[src/rtl/game_session_ctrl.sv]
// Game-flow and scoring controller for the VGA maze game.
// Converts per-pixel overlap requests into once-per-frame events, keeps
// score/lives/tools/level, and sequences the session FSM across levels.
module game_session_ctrl #(
  parameter int                    SCORE_W      = 8,
  parameter int                    COIN_PTS     = 1,
  parameter int                    LIFE_W       = 4,
  parameter int                    LIVES_INIT   = 3,
  parameter int                    LIVES_MAX    = 3,
  parameter int                    TOOL_W       = 4,
  parameter int                    SOFT_COST    = 1,
  parameter int                    HARD_COST    = 2,
  parameter int                    NUM_GHOSTS   = 2,
  parameter logic [NUM_GHOSTS-1:0] GHOST_HEALS  = 2'b01,
  parameter int                    NUM_LEVELS   = 3,
  parameter int                    LVLUP_FRAMES = 60,
  localparam int                   LVL_W        = (NUM_LEVELS > 1) ? $clog2(NUM_LEVELS) : 1
) (
  input  logic                  i_clk,
  input  logic                  i_reset,
  input  logic                  i_start_of_frame,
  input  logic                  i_enter,
  input  logic                  i_pause,
  input  logic [1:0]            i_random,
  input  logic                  i_dr_player,
  input  logic                  i_dr_coin,
  input  logic                  i_dr_tool,
  input  logic                  i_dr_wall_soft,
  input  logic                  i_dr_wall_hard,
  input  logic [NUM_GHOSTS-1:0] i_dr_ghost,
  input  logic                  i_level_clear,
  output logic [SCORE_W-1:0]    o_score,
  output logic [LIFE_W-1:0]     o_lives,
  output logic [TOOL_W-1:0]     o_tools,
  output logic [LVL_W-1:0]      o_level,
  output logic [2:0]            o_state,
  output logic                  o_run,
  output logic                  o_start_dr,
  output logic                  o_win_dr,
  output logic                  o_lose_dr,
  output logic                  o_break_soft,
  output logic                  o_break_hard,
  output logic [1:0]            o_rand_sel,
  output logic [3:0]            o_sound
);

  typedef enum logic [2:0] {
    S_IDLE  = 3'd0,
    S_PLAY  = 3'd1,
    S_PAUSE = 3'd2,
    S_LVLUP = 3'd3,
    S_WIN   = 3'd4,
    S_LOSE  = 3'd5,
    S_END   = 3'd6
  } state_t;

  // Event class bit positions inside the per-frame latch vector
  localparam int EV_COIN = 0;
  localparam int EV_TOOL = 1;
  localparam int EV_HEAL = 2;
  localparam int EV_HARM = 3;
  localparam int EV_SOFT = 4;
  localparam int EV_HARD = 5;
  localparam int NUM_EV  = 6;

  localparam int CNT_W = $clog2(LVLUP_FRAMES + 1);

  localparam logic [SCORE_W-1:0] SCORE_MAX  = '1;
  localparam logic [TOOL_W-1:0]  TOOL_MAX   = '1;
  localparam logic [LIFE_W-1:0]  LIVES_CAP  = LIFE_W'(LIVES_MAX);
  localparam logic [LVL_W-1:0]   LAST_LVL   = LVL_W'(NUM_LEVELS - 1);
  localparam logic [CNT_W-1:0]   LAST_FRAME = CNT_W'(LVLUP_FRAMES - 1);

  localparam logic [3:0] SND_NONE  = 4'd0;
  localparam logic [3:0] SND_WIN   = 4'd1;
  localparam logic [3:0] SND_LOSE  = 4'd2;
  localparam logic [3:0] SND_COIN  = 4'd3;
  localparam logic [3:0] SND_LVLUP = 4'd4;

  state_t              r_state;
  logic                r_enter_d;
  logic [NUM_EV-1:0]   r_flag;
  logic [CNT_W-1:0]    r_frame_cnt;
  logic [SCORE_W-1:0]  r_score;
  logic [LIFE_W-1:0]   r_lives;
  logic [TOOL_W-1:0]   r_tools;
  logic [LVL_W-1:0]    r_level;
  logic [1:0]          r_rand_sel;
  logic                r_run;
  logic                r_start_dr;
  logic                r_win_dr;
  logic                r_lose_dr;
  logic                r_break_soft;
  logic                r_break_hard;
  logic [3:0]          r_sound;

  state_t              w_state_next;
  logic [NUM_GHOSTS-1:0] w_heal_hit;
  logic [NUM_GHOSTS-1:0] w_harm_hit;
  logic [NUM_EV-1:0]   w_ev;
  logic [NUM_EV-1:0]   w_flag_live;
  logic [NUM_EV-1:0]   w_fire;
  logic                w_enter_rise;
  logic                w_play_key;
  logic                w_brk_hard;
  logic                w_brk_soft;
  logic                w_lvl_done;
  logic [SCORE_W:0]    w_score_sum;
  logic [SCORE_W-1:0]  w_score_next;
  logic [LIFE_W-1:0]   w_lives_next;
  logic [TOOL_W-1:0]   w_tools_sub;
  logic [TOOL_W-1:0]   w_tools_next;
  logic [3:0]          w_coin_snd;
  logic [3:0]          w_sound_next;

  // Split ghost overlaps into healing and harming channels by kind mask
  for (genvar gi = 0; gi < NUM_GHOSTS; gi++) begin : g_ghost
    assign w_heal_hit[gi] = i_dr_ghost[gi] &  GHOST_HEALS[gi];
    assign w_harm_hit[gi] = i_dr_ghost[gi] & ~GHOST_HEALS[gi];
  end

  assign w_ev = {i_dr_player & i_dr_wall_hard,
                 i_dr_player & i_dr_wall_soft,
                 i_dr_player & (|w_harm_hit),
                 i_dr_player & (|w_heal_hit),
                 i_dr_player & i_dr_tool,
                 i_dr_player & i_dr_coin};

  // A latch seen on the frame-start cycle belongs to the old frame, so it
  // must not block an event arriving on that same cycle.
  assign w_flag_live  = r_flag & ~{NUM_EV{i_start_of_frame}};
  assign w_fire       = (r_state == S_PLAY) ? (w_ev & ~w_flag_live) : '0;
  assign w_enter_rise = i_enter & ~r_enter_d;

  // A wall counts as under the player if overlapped now or earlier this frame
  assign w_play_key = (r_state == S_PLAY) & w_enter_rise;
  assign w_brk_hard = w_play_key & (w_ev[EV_HARD] | w_flag_live[EV_HARD])
                    & (r_tools >= TOOL_W'(HARD_COST));
  assign w_brk_soft = w_play_key & ~w_brk_hard & (w_ev[EV_SOFT] | w_flag_live[EV_SOFT])
                    & (r_tools >= TOOL_W'(SOFT_COST));

  assign w_lvl_done  = (r_state == S_LVLUP) & i_start_of_frame & (r_frame_cnt == LAST_FRAME);
  assign w_score_sum = {1'b0, r_score} + (SCORE_W+1)'(COIN_PTS);

  // Saturating counter arithmetic for the PLAY state
  always_comb begin
    w_score_next = r_score;
    if (w_fire[EV_COIN]) begin
      w_score_next = w_score_sum[SCORE_W] ? SCORE_MAX : w_score_sum[SCORE_W-1:0];
    end
    w_lives_next = r_lives;
    if (w_fire[EV_HEAL] && !w_fire[EV_HARM]) begin
      w_lives_next = (r_lives >= LIVES_CAP) ? LIVES_CAP : r_lives + LIFE_W'(1);
    end else if (w_fire[EV_HARM] && !w_fire[EV_HEAL]) begin
      w_lives_next = (r_lives == '0) ? '0 : r_lives - LIFE_W'(1);
    end
    w_tools_sub = r_tools;
    if (w_brk_hard) begin
      w_tools_sub = r_tools - TOOL_W'(HARD_COST);
    end else if (w_brk_soft) begin
      w_tools_sub = r_tools - TOOL_W'(SOFT_COST);
    end
    w_tools_next = w_tools_sub;
    if (w_fire[EV_TOOL] && (w_tools_sub != TOOL_MAX)) begin
      w_tools_next = w_tools_sub + TOOL_W'(1);
    end
  end

  // Session next-state decision
  always_comb begin
    w_state_next = r_state;
    case (r_state)
      S_IDLE:  if (w_enter_rise) w_state_next = S_PLAY;
      S_PLAY: begin
        if (r_lives == '0)           w_state_next = S_LOSE;
        else if (i_level_clear)      w_state_next = (r_level == LAST_LVL) ? S_WIN : S_LVLUP;
        else if (i_pause)            w_state_next = S_PAUSE;
      end
      S_PAUSE: if (!i_pause) w_state_next = S_PLAY;
      S_LVLUP: if (w_lvl_done) w_state_next = S_PLAY;
      S_WIN,
      S_LOSE:  if (w_enter_rise) w_state_next = S_END;
      S_END:   w_state_next = S_IDLE;
      default: w_state_next = S_IDLE;
    endcase
  end

  // Sound code for the state about to be entered; coin tone lasts the frame
  always_comb begin
    w_coin_snd = r_sound;
    if (w_fire[EV_COIN]) begin
      w_coin_snd = SND_COIN;
    end else if ((r_state == S_PLAY) && i_start_of_frame) begin
      w_coin_snd = SND_NONE;
    end
    w_sound_next = SND_NONE;
    case (w_state_next)
      S_WIN:   w_sound_next = SND_WIN;
      S_LOSE:  w_sound_next = SND_LOSE;
      S_LVLUP: w_sound_next = SND_LVLUP;
      S_PLAY,
      S_PAUSE: w_sound_next = ((r_state == S_PLAY) || (r_state == S_PAUSE)) ? w_coin_snd : SND_NONE;
      default: w_sound_next = SND_NONE;
    endcase
  end

  // Session FSM with outputs registered from the next state
  always_ff @(posedge i_clk) begin
    if (i_reset) begin
      r_state      <= S_IDLE;
      r_run        <= 1'b0;
      r_start_dr   <= 1'b0;
      r_win_dr     <= 1'b0;
      r_lose_dr    <= 1'b0;
      r_sound      <= SND_NONE;
      r_break_soft <= 1'b0;
      r_break_hard <= 1'b0;
    end else begin
      r_state      <= w_state_next;
      r_run        <= (w_state_next == S_PLAY);
      r_start_dr   <= (w_state_next == S_IDLE) || (w_state_next == S_END);
      r_win_dr     <= (w_state_next == S_WIN);
      r_lose_dr    <= (w_state_next == S_LOSE);
      r_sound      <= w_sound_next;
      r_break_soft <= w_brk_soft;
      r_break_hard <= w_brk_hard;
    end
  end

  // Enter edge detector, per-frame event latches and level-up frame counter
  always_ff @(posedge i_clk) begin
    if (i_reset) begin
      r_enter_d   <= 1'b0;
      r_flag      <= '0;
      r_frame_cnt <= '0;
    end else begin
      r_enter_d <= i_enter;
      case (r_state)
        S_PLAY:  r_flag <= w_flag_live | w_ev;
        S_PAUSE: r_flag <= r_flag;
        default: r_flag <= '0;
      endcase
      if (r_state != S_LVLUP) begin
        r_frame_cnt <= '0;
      end else if (i_start_of_frame) begin
        r_frame_cnt <= r_frame_cnt + CNT_W'(1);
      end
    end
  end

  // Score, lives, tools, level and layout select
  always_ff @(posedge i_clk) begin
    if (i_reset || (w_state_next == S_END)) begin
      r_score    <= '0;
      r_lives    <= '0;
      r_tools    <= '0;
      r_level    <= '0;
      r_rand_sel <= 2'd0;
    end else begin
      case (r_state)
        S_IDLE: begin
          if (w_state_next == S_PLAY) begin
            r_score    <= '0;
            r_lives    <= LIFE_W'(LIVES_INIT);
            r_tools    <= '0;
            r_level    <= '0;
            r_rand_sel <= (i_random == 2'd3) ? 2'd0 : i_random;
          end
        end
        S_PLAY: begin
          r_score <= w_score_next;
          r_lives <= w_lives_next;
          r_tools <= w_tools_next;
        end
        S_LVLUP: begin
          if (w_lvl_done) begin
            r_level    <= r_level + LVL_W'(1);
            r_rand_sel <= (r_rand_sel == 2'd2) ? 2'd0 : r_rand_sel + 2'd1;
          end
        end
        default: ;
      endcase
    end
  end

  assign o_score      = r_score;
  assign o_lives      = r_lives;
  assign o_tools      = r_tools;
  assign o_level      = r_level;
  assign o_state      = r_state;
  assign o_run        = r_run;
  assign o_start_dr   = r_start_dr;
  assign o_win_dr     = r_win_dr;
  assign o_lose_dr    = r_lose_dr;
  assign o_break_soft = r_break_soft;
  assign o_break_hard = r_break_hard;
  assign o_rand_sel   = r_rand_sel;
  assign o_sound      = r_sound;

endmodule
[config.mk]
export PLATFORM = sky130hd
export DESIGN_NAME = game_session_ctrl
export DESIGN_NICKNAME = d
export VERILOG_FILES = /design/src/rtl/game_session_ctrl.sv
export SDC_FILE = /design/constraint.sdc
export NUM_CORES = 1
export LEC_CHECK = 0
export BUFFER_PORTS_ARGS = -buffer_cell sky130_fd_sc_hd__buf_2
export CORE_MARGIN = 5
export CORE_UTILIZATION = 27
export DETAILED_ROUTE_END_ITERATION = 12
export GPL_ROUTABILITY_DRIVEN = 0
export RECOVER_POWER = 50
export SLEW_MARGIN = 20
export SYNTH_ARGS = -nofsm -noshare
export SYNTH_HDL_FRONTEND = slang
export SYNTH_SLANG_ARGS = --single-unit
[constraint.sdc]
create_clock -name i_clk -period 2.9 [get_ports i_clk]
set_input_delay 0.725 -clock i_clk [delete_from_list [all_inputs] [get_ports i_clk]]
set_output_delay 0.725 -clock i_clk [all_outputs]
set_load 0.05 [all_outputs]
==> results of run 1 <==
==> final cells by class <==
class                      instances  share of cell area, %
timing repair buffer              59                  9.600
inverter                          11                  1.360
tap                              111                  4.574
clock buffer                       6                  2.719
multi-input combinational        253                  50.68
clock inverter                     2                  1.236
sequential                        45                  29.83
==> metal layers <==
metal  global-route usage, %  vias to the layer above  wire, um
li1                        -                     1252         -
met1                   14.78                     1179      3109
met2                   19.47                       68      3113
met3                   3.070                       16       367
met4                   4.475                        0       142
met5                       0                        -         0
==> path summary, 6_finish.rpt <==
| path | from | end | slack (ps) | cells past startpoint |
|---|---|---|---|---|
| worst max register to register | o_tools[0]$_SDFFE_PP0P_ | o_tools[1]$_SDFFE_PP0P_ | 160 | 10 |
| worst min-delay path | r_flag[1]$_SDFFE_PP0N_ | r_flag[1]$_SDFFE_PP0N_ | 480 | 2 |
| worst max-delay path | o_tools[0]$_SDFFE_PP0P_ | o_tools[1]$_SDFFE_PP0P_ | 160 | 10 |
| worst min register to register | r_flag[1]$_SDFFE_PP0N_ | r_flag[1]$_SDFFE_PP0N_ | 480 | 2 |
==> flip-flops by register name, summed over array words and instances (netlist names) <==
| signal | cells |
|---|---|
| o_run | 1 |
| o_win_dr | 1 |
| o_rand_sel | 2 |
| o_lose_dr | 1 |
| o_start_dr | 1 |
| o_break_soft | 1 |
| o_sound | 3 |
| r_frame_cnt | 6 |
| o_tools | 4 |
| r_enter_d | 1 |
| o_break_hard | 1 |
| r_flag | 6 |
| o_score | 8 |
| o_level | 2 |
| o_lives | 4 |
| o_state | 3 |
==> cells in the final DEF (no fill, tap or decap), drive strengths merged, types with 8 or more instances in the layout <==
master and n:
nor2 50, dfxtp 45, clkbuf 35, nand2 30, buf 30, a21oi 28
o21ai 18, nor3 12, inv 11, ha 11, nand2b 8
==> logic make-up after synthesis <==
logic type | share of synthesized area (%)
flops | 35.57
mux | 1.976
compound gates | 22.18
buf+inv | 4.051
other cells | 0.1481
simple gates | 27.87
xor+xnor | 2.767
fa+ha+maj | 5.435
==> metrics by stage <==
step / hold slack (ps) / setup TNS [ps]
CTS: 483.7 / 0
floorplan: 449.5 / 0
global route: 510.2 / -1.633
finish: 483.7 / 0
detailed placement: 469.2 / 0
global placement: 457.7 / 0
==> worst min-delay path, cell delays in order, from the launching register on <==
cell and delay (ps):
dfxtp_1 330, nand2_1 60, a21oi_1 50
==> cell usage after synthesis (7+ instances only) <==
cell type and n:
nor2_1 50, ha_1 11, nand2_1 30, o21ai_0 18, nor3_1 12, dfxtp_1 45, a21oi_1 28, clkbuf_1 11
nand2b_1 8, nand3_1 7, nor2b_1 7, inv_1 11
==> where the power goes <==
part / internal, mW / leakage (nW) / total, mW / switching (mW)
Combinational: 0.279 / 0.695 / 0.927 / 0.647
Clock: 0.280 / 0.0574 / 0.507 / 0.227
Sequential: 0.686 / 0.366 / 0.731 / 0.0456
Total: 1.25 / 1.12 / 2.17 / 0.920
==> metrics, run 1 <==
top post-synthesis cells by area=dfxtp_1 (36%), nor2_1 (7.4%), a21oi_1 (5.5%), ha_1 (5.4%), nand2_1 (4.4%); Buf+Inv Stages, Crit Path=1; CTS tree=done; CP delay by family, top=simple AND/OR/NAND/NOR gates; clk buf depth=2; Max Cap Viol=0; post-place instance area=~0.003 mm2; Final min period=approximately 2700 ps; FMAX=between 300 and 400 MHz; share of cells above drive strength 1=13.83%; fin area=a little over 0.003 mm2; crit-path max cell delay=~440 ps; critical path class=reg -> reg; DR vias/cell=slightly above 5; post-CTS resize count=0; Total GRT Usage=roughly an eighth; Die W=106.8 um; latest clock arrival within the worst-skew pair=approximately 300 ps; syn_area_per_cell=7.840 um2; total chip power=around 2.2 mW; Remaining Overflow, GRT=0; # rows=35; crit-path max FO=6; die footprint=~0.011 mm2; Worst IR Drop VDD=~0.00026 V; Unique masters post-synth=between 40 and 50; initial antenna violation count=0; cells along the critical path=inv_1 > ha_1 > or4_4 > o2111a_1 > or3_1 > o211ai_1 > ha_2 > a31o_1 > mux2i_1 > a21oi_1; Async S/R FF share, synth=0%; Initial Util=approximately 28%; Routed WL=6.734 mm; Max Transition Viols Final=0; H-tree levels=2; clock root buffer master=clkbuf_8; vias in the first global route=between 2000 and 2500; largest net degree at the start of global routing=21; hold-fix buffers at CTS=0; n_diodes=0; total clock sinks=45; Die Ht=between 100 and 150 um; EDFF count, synth=0; status=finished, final reports clean; first-pass GRT wire length=between 10 and 15 mm; Clock Skew=5.076 ps; final core area utilization=33.02%; Initial DRC Count=154; Slew Limit Headroom=about two fifths; Worst Setup Start Kind=flop; footprint of the multi-input gates=about 0.0015 mm2; placed insts=~480; DRC viols=0; setup ws final=around 160 ps; final setup fails=0; DR pass1 iterations=4; sequential area share after synthesis=roughly 36%; pre-CTS setup slack=roughly 46 ps; CTS clk-pin slew, worst paths=roughly 90 ps; CP max-delay cell=or4_4; syn nets=349; post-synth top area share=approximately 36%; worst min-delay path class=reg -> reg; post-route insts no fill=around 490; Worst Setup End Kind=flop; Critical Path RT=~3100 ps; DR vias=2515; prevailing post-synth register cell=dfxtp_1; Reg area=~900 um2; core area=roughly 0.0092 mm2; leading area contributor after synthesis=dfxtp_1; Yosys Warn Count=0; post-DR wirelength/cell=approximately 14 um; CTS buffer count=5; top-level I/O count=48; Antenna Nets Post-Route=0; Leak Pwr=1.119 nW; dpl hpwl=roughly 5 mm; period utilization=between 90 and 100%; Buffers on Ports=46; Syn Inst Count=about 320; nets=401; synthesized cell area=0.002532 mm2; fill count=988; Setup Buffers After CTS=0; Final Hold Viols=0; Worst EP arrival=2910 ps; number of synthesized register bits=45; pwr dens=713.1 mW/mm2; Area Growth Syn to Fin=19.91%; Worst Tran Pin Value=approximately 870 ps
No activity file was read; power rests on OpenSTA's default activity.
==> run 2: changes to the inputs <==
Settings changed: CORE_ASPECT_RATIO set to 1.75.
==> metrics, run 2 (synthesis results as in run 1) <==
pre-CTS setup slack=40.72 ps (-4.971 ps); DR pass1 iterations=4 (unchanged); largest net degree at the start of global routing=21 (unchanged); CTS tree=done; core area=0.009151 mm2 (-0.49%); met3 Use GR=2.081% (-0.99 points); r2r startpoint=o_tools[0]$_SDFFE_PP0P_; Initial DRC Count=151 (-1.9%); Hold Path Origin=o_sound[1]$_SDFFE_PP0P_; Critical Path RT=3090 ps (about the same); post-DR wirelength/cell=13.98 um (+1.1%); period utilization=93.97% (-0.34 points); Area Growth Syn to Fin=23.07%; initial antenna violation count=0 (unchanged); Worst Setup End Kind=flop; layer with the highest usage=met2; pwr dens=751.9 mW/mm2 (+5.5%); first-pass GRT wire length=11.71 mm (+5.6%); clk buf depth=2 (unchanged); hold-fix buffers at CTS=0 (unchanged); DR vias=2488 (-1.1%); nets=402 (+0.25%); Max Transition Viols Final=0 (unchanged); Worst EP arrival=2920 ps (about the same); Remaining Overflow, GRT=0 (unchanged); crit-path max FO=5 (-1); latest clock arrival within the worst-skew pair=290 ps (about the same); Worst Setup Start Kind=flop; CTS clk-pin slew, worst paths=70 ps (-20 ps); origin of the worst setup path=o_tools[0]$_SDFFE_PP0P_; post-route insts no fill=498 (+2.3%); Buffers on Ports=46 (unchanged); setup ws final=174.9 ps (+9.979 ps); Worst Tran Pin Value=890.8 ps (+19.17 ps); Worst IR Drop VDD=0.0003327 V (+27%); cell depth of the worst flop-to-flop path=10 (unchanged); Max Cap Viol=0 (unchanged); Die W=83.21 um (-22%); dpl hpwl=5.424 mm (+6.3%); critical path class=reg -> reg; die footprint=0.01149 mm2 (+0.67%); clock root buffer master=clkbuf_16; Initial Util=27.67% (+0.14 points); worst min-delay path class=reg -> reg; DRC viols=0 (unchanged); Routed WL=6.961 mm (+3.4%); FMAX=367.0 MHz (+0.37%); commonest non-fill, non-tap cell in the layout=nor2_1; top-level I/O count=48 (unchanged); placed insts=488 (+1.9%); H-tree levels=2 (unchanged); status=finished, final reports clean; Final Hold Viols=0 (unchanged); # rows=46 (+31%); RSZ-0062 raised after global routing=no; max reg flops=8 (unchanged); Antenna Nets Post-Route=0 (unchanged); r2r setup slk=170 ps (about the same); met2 Usage GRT=23.69% (+4.2 points); Slew Limit Headroom=40.61% (-1.3 points); share of cells above drive strength 1=14.59% (+0.76 points); Total GRT Usage=12.18% (+0.37 points); DR vias/cell=4.996 (-3.3%); Die Ht=138.1 um (+29%); Setup TNS=0 ps (unchanged); Leak Pwr=1.151 nW (+2.9%); Final min period=2725 ps (-9.979 ps); final setup fails=0 (unchanged); vias in the first global route=2433 (+0.54%); hold path cells=2 (unchanged); CTS buffer count=5 (unchanged); Clock Skew=7.158 ps (+2.081 ps); commonest non-fill, non-tap cells in the layout=nor2_1 (50), dfxtp_1 (43), nand2_1 (29), clkbuf_1 (29), a21oi_1 (28); total clock sinks=45 (unchanged); met1 Use GR=12.64% (-2.1 points)
-- run 2: worst paths after layout --
| kind | to |
|---|---|
| worst max-delay path | o_tools[0]$_SDFFE_PP0P_ |
| worst min-delay path | o_sound[1]$_SDFFE_PP0P_ |
| worst max register to register | o_tools[0]$_SDFFE_PP0P_ |
| worst min register to register | o_sound[1]$_SDFFE_PP0P_ |
-- run 2: routing by layer --
layer  part of all wire [%]  vias to the layer above  wire, um
met4                    2.3                        0       160
met1                     40                     1174      2815
met3                    2.6                       11       179
met2                     55                       46      3806
li1                       -                     1257         -
met5                      0                        -         0
-- run 2: area by class of cell --
| type | instances | area, um2 |
|---|---|---|
| Fill cell | 989 | 6035 |
| Multi-Input combinational cell | 253 | 1545 |
| Sequential cell | 45 | 903.4 |
| Timing Repair Buffer | 60 | 299.0 |
| Tap cell | 120 | 150.1 |
| Clock buffer | 5 | 125.1 |
| Clock inverter | 3 | 50.05 |
| Inverter | 11 | 41.29 |
| Antenna cell | 1 | 2.502 |
-- run 2: what timing repair did --
action / CTS / global route
endpoints found under the setup margin: 0 / 3
setup buffers: 0 / 1
resized for setup: 0 / 5
-- run 2: critical path: stages, from the launching register on --
cell and delay (ps):
dfxtp_2 330, inv_1 100, ha_1 220, or4_4 450, o2111a_2 220, or3_1 380, o211ai_1 130, ha_2 240
a31o_1 230, xnor2_1 90, a211oi_1 250
-- run 2: per-stage QoR --
| step | utilization, % | hold WS (ps) | instance area (um2) | power, mW |
|---|---|---|---|---|
| final | 34.06 | 474.5 | 3117 | 2.344 |
| after global routing | 34.03 | 504.9 | 3114 | 2.485 |
| after CTS | 34.17 | 473.7 | 3127 | 2.390 |
| after detailed placement | 32.25 | 463.4 | 2952 | 1.698 |
| after global placement | 32.25 | 458.1 | 2952 | 1.682 |
| after floorplan | - | 449.5 | 2535 | 1.428 |
-- run 2: where the power goes --
part           switching (mW)  total, mW  internal [mW]  leakage (nW)
Clock                   0.264      0.679          0.414        0.0859
Combinational           0.656      0.935          0.280         0.699
Sequential             0.0435      0.730          0.686         0.366
